[config.mk]
export PLATFORM = sky130hd
export DESIGN_NAME = vector_exec_stage
export DESIGN_NICKNAME = d
export VERILOG_FILES = /design/src/rtl/vector_exec_stage.sv
export SDC_FILE = /design/constraint.sdc
export NUM_CORES = 1
export LEC_CHECK = 0
export CORE_MARGIN = 8
export CORE_UTILIZATION = 35
export CTS_CLUSTER_DIAMETER = 80
export DETAILED_ROUTE_END_ITERATION = 16
export PLACE_DENSITY_LB_ADDON = 0.2
export SLEW_MARGIN = 15
export SYNTH_ARGS = -nofsm -noshare
export SYNTH_HDL_FRONTEND = slang
export SYNTH_SLANG_ARGS = --single-unit
[constraint.sdc]
create_clock -name clk -period 3.7 [get_ports clk]
set_input_delay 0.37 -clock clk [delete_from_list [all_inputs] [get_ports clk]]
set_output_delay 0.37 -clock clk [all_outputs]
set_load 0.05 [all_outputs]
[src/rtl/vector_exec_stage.sv]
// Execute stage and EX/WB register of the 4-lane vector encryption pipeline.
// Define VEC_ROTATE_EN to enable lane rotate-left on opcode 110 (otherwise it behaves as PASS).
module vector_exec_stage #(
  parameter int unsigned WIDTH = 16
) (
  input  logic             clk,
  input  logic             rst,
  input  logic             stop,
  input  logic [2:0]       aluControlE,
  input  logic [3:0]       RdE,
  input  logic             regWriteE,
  input  logic             memWriteE,
  input  logic             updateCnt,
  input  logic [WIDTH-1:0] RD01E,
  input  logic [WIDTH-1:0] RD11E,
  input  logic [WIDTH-1:0] RD21E,
  input  logic [WIDTH-1:0] RD31E,
  input  logic [WIDTH-1:0] RD02E,
  input  logic [WIDTH-1:0] RD12E,
  input  logic [WIDTH-1:0] RD22E,
  input  logic [WIDTH-1:0] RD32E,
  input  logic [WIDTH-1:0] dataOp1,
  input  logic [WIDTH-1:0] dataOp2,
  output logic [WIDTH-1:0] res0,
  output logic [WIDTH-1:0] res1,
  output logic [WIDTH-1:0] res2,
  output logic [WIDTH-1:0] res3,
  output logic [WIDTH-1:0] resCount,
  output logic [3:0]       RdestW,
  output logic             regWriteWB,
  output logic             memWriteM,
  output logic             updateCount,
  output logic             zeroFlag,
  output logic [15:0]      retCount
);

  localparam int unsigned RET_W = 16;

  localparam logic [2:0] OP_ADD  = 3'b000;
  localparam logic [2:0] OP_SUB  = 3'b001;
  localparam logic [2:0] OP_XOR  = 3'b010;
  localparam logic [2:0] OP_AND  = 3'b011;
  localparam logic [2:0] OP_OR   = 3'b100;
  localparam logic [2:0] OP_SHL  = 3'b101;
`ifdef VEC_ROTATE_EN
  localparam logic [2:0] OP_ROTL = 3'b110;
`endif

  // One lane of the ALU; unknown/disabled opcodes fall through to PASS.
  function automatic logic [WIDTH-1:0] lane_alu(input logic [2:0] op,
                                                input logic [WIDTH-1:0] a,
                                                input logic [WIDTH-1:0] b);
`ifdef VEC_ROTATE_EN
    logic [2*WIDTH-1:0] dbl;
`endif
    logic [WIDTH-1:0] y;
    y = a;
`ifdef VEC_ROTATE_EN
    dbl = {a, a} << b[3:0];
`endif
    case (op)
      OP_ADD:  y = a + b;
      OP_SUB:  y = a - b;
      OP_XOR:  y = a ^ b;
      OP_AND:  y = a & b;
      OP_OR:   y = a | b;
      OP_SHL:  y = a << b[3:0];
`ifdef VEC_ROTATE_EN
      OP_ROTL: y = dbl[2*WIDTH-1:WIDTH];
`endif
      default: y = a;
    endcase
    return y;
  endfunction

  logic [WIDTH-1:0] lane_y0, lane_y1, lane_y2, lane_y3;
  logic [WIDTH-1:0] cnt_next;
  logic [WIDTH-1:0] cnt_diff;
  logic             cnt_hit;
  logic             retire;

  always_comb begin
    lane_y0  = lane_alu(aluControlE, RD01E, RD02E);
    lane_y1  = lane_alu(aluControlE, RD11E, RD12E);
    lane_y2  = lane_alu(aluControlE, RD21E, RD22E);
    lane_y3  = lane_alu(aluControlE, RD31E, RD32E);
    cnt_next = dataOp2 + WIDTH'(1);
    cnt_diff = dataOp1 - cnt_next;
    cnt_hit  = (cnt_diff == '0);
    retire   = regWriteE | memWriteE | updateCnt;
  end

  // EX/WB register; a stall inserts a bubble by clearing only the enables.
  always_ff @(posedge clk or posedge rst) begin
    if (rst) begin
      res0        <= '0;
      res1        <= '0;
      res2        <= '0;
      res3        <= '0;
      resCount    <= '0;
      RdestW      <= '0;
      regWriteWB  <= 1'b0;
      memWriteM   <= 1'b0;
      updateCount <= 1'b0;
      zeroFlag    <= 1'b0;
      retCount    <= '0;
    end else if (stop) begin
      regWriteWB  <= 1'b0;
      memWriteM   <= 1'b0;
      updateCount <= 1'b0;
    end else begin
      res0        <= lane_y0;
      res1        <= lane_y1;
      res2        <= lane_y2;
      res3        <= lane_y3;
      RdestW      <= RdE;
      regWriteWB  <= regWriteE;
      memWriteM   <= memWriteE;
      updateCount <= updateCnt;
      if (updateCnt) begin
        resCount <= cnt_next;
        zeroFlag <= cnt_hit;
      end
      if (retire) retCount <= retCount + RET_W'(1);
    end
  end

endmodule

==> out/metrics.yaml <==
status:
  status: "completed"
synth:
  synth_top_area_share_pct: 17.0
  syn_inst: 2031
  synth.area.top_cells: "ha_1, dfrtp_1, xnor2_1, nand2_1, o21ai_0"
  synth-seq-cells: 104
  synth.largest_area_cell: "ha_1"
  synth-edff-count: 0
  ys_warn_count: 0
  async_flop_share_pct: 100
  syn-cell-area_mm2: 0.0155
  synth.net_count: 2418
  ys.flop_type: "dfrtp_1"
  avgSynthCellArea_um2: 7.61
  synth.yosys.seq_area_share_pct: 16.8
  synth.distinct_cells: 83
sta:
  setup_tns_ns: 0
  setup_ws_ns: 0.370
  rsz0062_at_grt: "no"
  slew_violations: 0
  final-hold-violation-count: 0
  setup_viol: 0
  fmax_mhz: 300
  worst_hold_slack_ns: 0.168
  slew_headroom_pct: 32.6
  worstMarginPinSlew_ns: 1.01
  period_share_pct: 90.0
  skew_ns: 0.0135
  period_minus_slack_ns: 3.33
power:
  vdd_drop_max_mv: 0.427
  powerDensity_mw_per_mm2: 305
  leakage_nw: 8.77
  power.total_mw: 6.01
place:
  dpl_worst_slack_ns: -0.158
  place_inst: 2890
  place_congestion: 0.920
  portBuffers: 276
  placed_cell_area_mm2: 0.0194
  dp_hpwl_mm: 46.8
floorplan:
  die_width_um: 226
  dieArea_mm2: 0.0511
  design.core.area_mm2: 0.0439
  ioPinCount: 277
  row_count: 77
  die_height_um: 226
  start_util_pct: 35.2
routing:
  ant_nets: 0
  vias_per_cell: 5.68
  first_iter_violations: 1390
  post_drt_wl_per_cell_um: 21.2
  drc: 0
  firstDrtPassIters: 6
  drt-total-wl_mm: 61.5
  vias: 16500
clock_network:
  clockBufferDepth: 2
  ctsHoldBuffers: 0
  clock_latency_ns: 0.40
  cts_buffers: 9
  cts_tree: "built"
  h-tree-depth: 3
  clock-sinks: 104
  clk_pin_slew_ns: 0.10
  cts-root-buf: "clkbuf_16"
critical_path:
  r2r-start: "retCount[3]"
  crit_arrival_ns: 3.65
  path_max_fanout: 3
  start_kind: "input port"
  reg2reg_to: "retCount[15]"
  cp-end-kind: "register"
  r2r_cells: 5
  critPathKind: "in2reg"
  required_ns: 4.02
  reg2reg_setup_slack_ns: 1.95
global_route:
  grt-ovfl-total: 0
  antenna_found_initial: 2
  grt_pass1_vias: 16300
  grt_max_degree: 89
  grt_usage_pct: 23.5
  grt_pass1_wl_mm: 95.1
cells_and_area:
  diodes: 0
  fillers: 4470
  multiInputGateArea_mm2: 0.0117
  register_area_mm2: 0.00260
  drive_gt1_share_pct: 8.43
  final_area_mm2: 0.0197
  fin_nets: 2696
  stdcell_count: 2906
  fin_util_pct: 44.8
  syn2layout_area_growth_pct: 27.4
worst_hold_path:
  holdPathEnd: "memWriteM"
  hold_class: "in2reg"
  min_from: "stop"
  whs_path_depth: 2
job:
  max_cap_violations: 0
==> placed cells by master (no fill, tap or decap), types with 13 or more instances in the layout <==
master / n
nor3_1: 53
nand3_1: 36
a2bb2oi_1: 54
o22ai_1: 77
nor2b_1: 15
dfrtp_1: 104
a21oi_1: 144
inv_1: 158
nand2b_1: 14
nor2_1: 110
clkdlybuf4s50_1: 272
mux2_2: 20
buf_4: 108
xor2_1: 27
o31ai_1: 19
nand4_1: 13
o21ai_0: 148
ha_1: 210
a21o_1: 19
a31oi_1: 28
o211ai_1: 19
and3_1: 26
nand2_1: 214
a211oi_1: 26
xnor2_1: 95
o21ai_1: 14
mux2i_1: 61
or3_1: 13
==> timing repair <==
| item | in CTS | in global routing |
|---|---|---|
| endpoints found under the setup margin | 0 | 2 |
| resized for setup | 0 | 3 |
| setup buffers | 0 | 0 |
| hold endpoints to repair | 0 | 0 |
==> final cells by class <==
type | instances | area share (%)
multi-input cells | 1639 | 59.6
repair buffers | 388 | 18.6
flip-flops and latches | 104 | 13.2
well taps | 592 | 3.76
inverters | 167 | 3.19
clock buffers | 9 | 1.14
clock inverters | 7 | 0.464
==> critical path, stage by stage <==
cell and delay, ns:
clkdlybuf4s50_1 0.48, inv_1 0.07, ha_1 0.27, nand2_1 0.04, o21ai_0 0.14, inv_1 0.08
ha_1 0.27, nor2b_1 0.13, o21ai_0 0.21, a21boi_0 0.19, o211ai_1 0.28, a21oi_1 0.18
o311ai_1 0.39, a21boi_0 0.18, o21a_1 0.19, o31ai_1 0.18
==> state kept, by name, indices dropped and copies added (netlist names) <==
signal,count
regWriteWB,1
memWriteM,1
resCount,16
updateCount,1
res0,16
res3,16
zeroFlag,1
retCount,16
res2,16
RdestW,4
res1,16
==> kinds of logic (layout without fill, tap and decap cells) <==
logic type               count (synthesis)  count (layout)  synth area share (%)
adder cells (fa/ha/maj)                215             215                  17.6
flip-flops                             104             104                  16.8
XOR/XNOR                               124             124                  7.12
buffers and inverters                  288             571                  7.29
AND/OR/NAND/NOR                        546             546                  16.6
AO/OA/AOI/OAI                          665             665                  28.0
multiplexers                            89              89                  6.57
==> power breakdown <==
group / internal [mW] / total (mW) / switching (mW) / leakage (nW)
Combinational: 1.37 / 3.44 / 2.07 / 7.34
Clock: 0.493 / 1.11 / 0.618 / 0.154
Sequential: 1.31 / 1.46 / 0.148 / 1.27
Total: 3.17 / 6.01 / 2.84 / 8.77
==> how the worst max path moves through the flow <==
stage	startpoint	to	slack [ns]	depth (start not counted)
floorplan	RD22E[1]	res2[14]	0.20	17
global placement	RD32E[0]	res3[14]	-0.13	15
detailed placement	RD32E[0]	res3[14]	-0.16	15
CTS	RD32E[0]	res3[14]	0.24	15
global route	RD02E[0]	res0[10]	0.009	15
finish	RD02E[1]	res0[13]	0.37	16
==> routing by layer <==
| layer | wire length (um) | track usage (%) |
|---|---|---|
| met1 | 27800 | 31.1 |
| met2 | 28200 | 38.5 |
| met3 | 3880 | 4.21 |
| met4 | 1590 | 6.92 |
| met5 | 27 | 0 |
==> synthesized netlist by cell type (6+ instances only) <==
master,number
o22ai_1,77
mux4_2,8
nand3_1,36
a31oi_1,28
a21o_1,19
nor3_1,53
mux2i_1,61
a221oi_1,10
ha_1,210
xor2_1,27
o21ai_1,14
a21oi_1,144
o32ai_1,9
o21ai_0,148
o21a_1,7
o31ai_1,19
nor2b_1,15
xnor2_1,95
a311oi_1,9
nand2_1,215
mux2_2,20
and2_1,12
or3_1,13
dfrtp_1,104
clkbuf_1,89
nand4_1,13
inv_1,159
o211ai_1,19
o221ai_1,12
and3_1,26
o22a_1,6
buf_1,11
nand2b_1,14
a2bb2oi_1,54
buf_2,16
a211oi_1,28
nor2_1,110
Power figures use the tool's default switching activity.
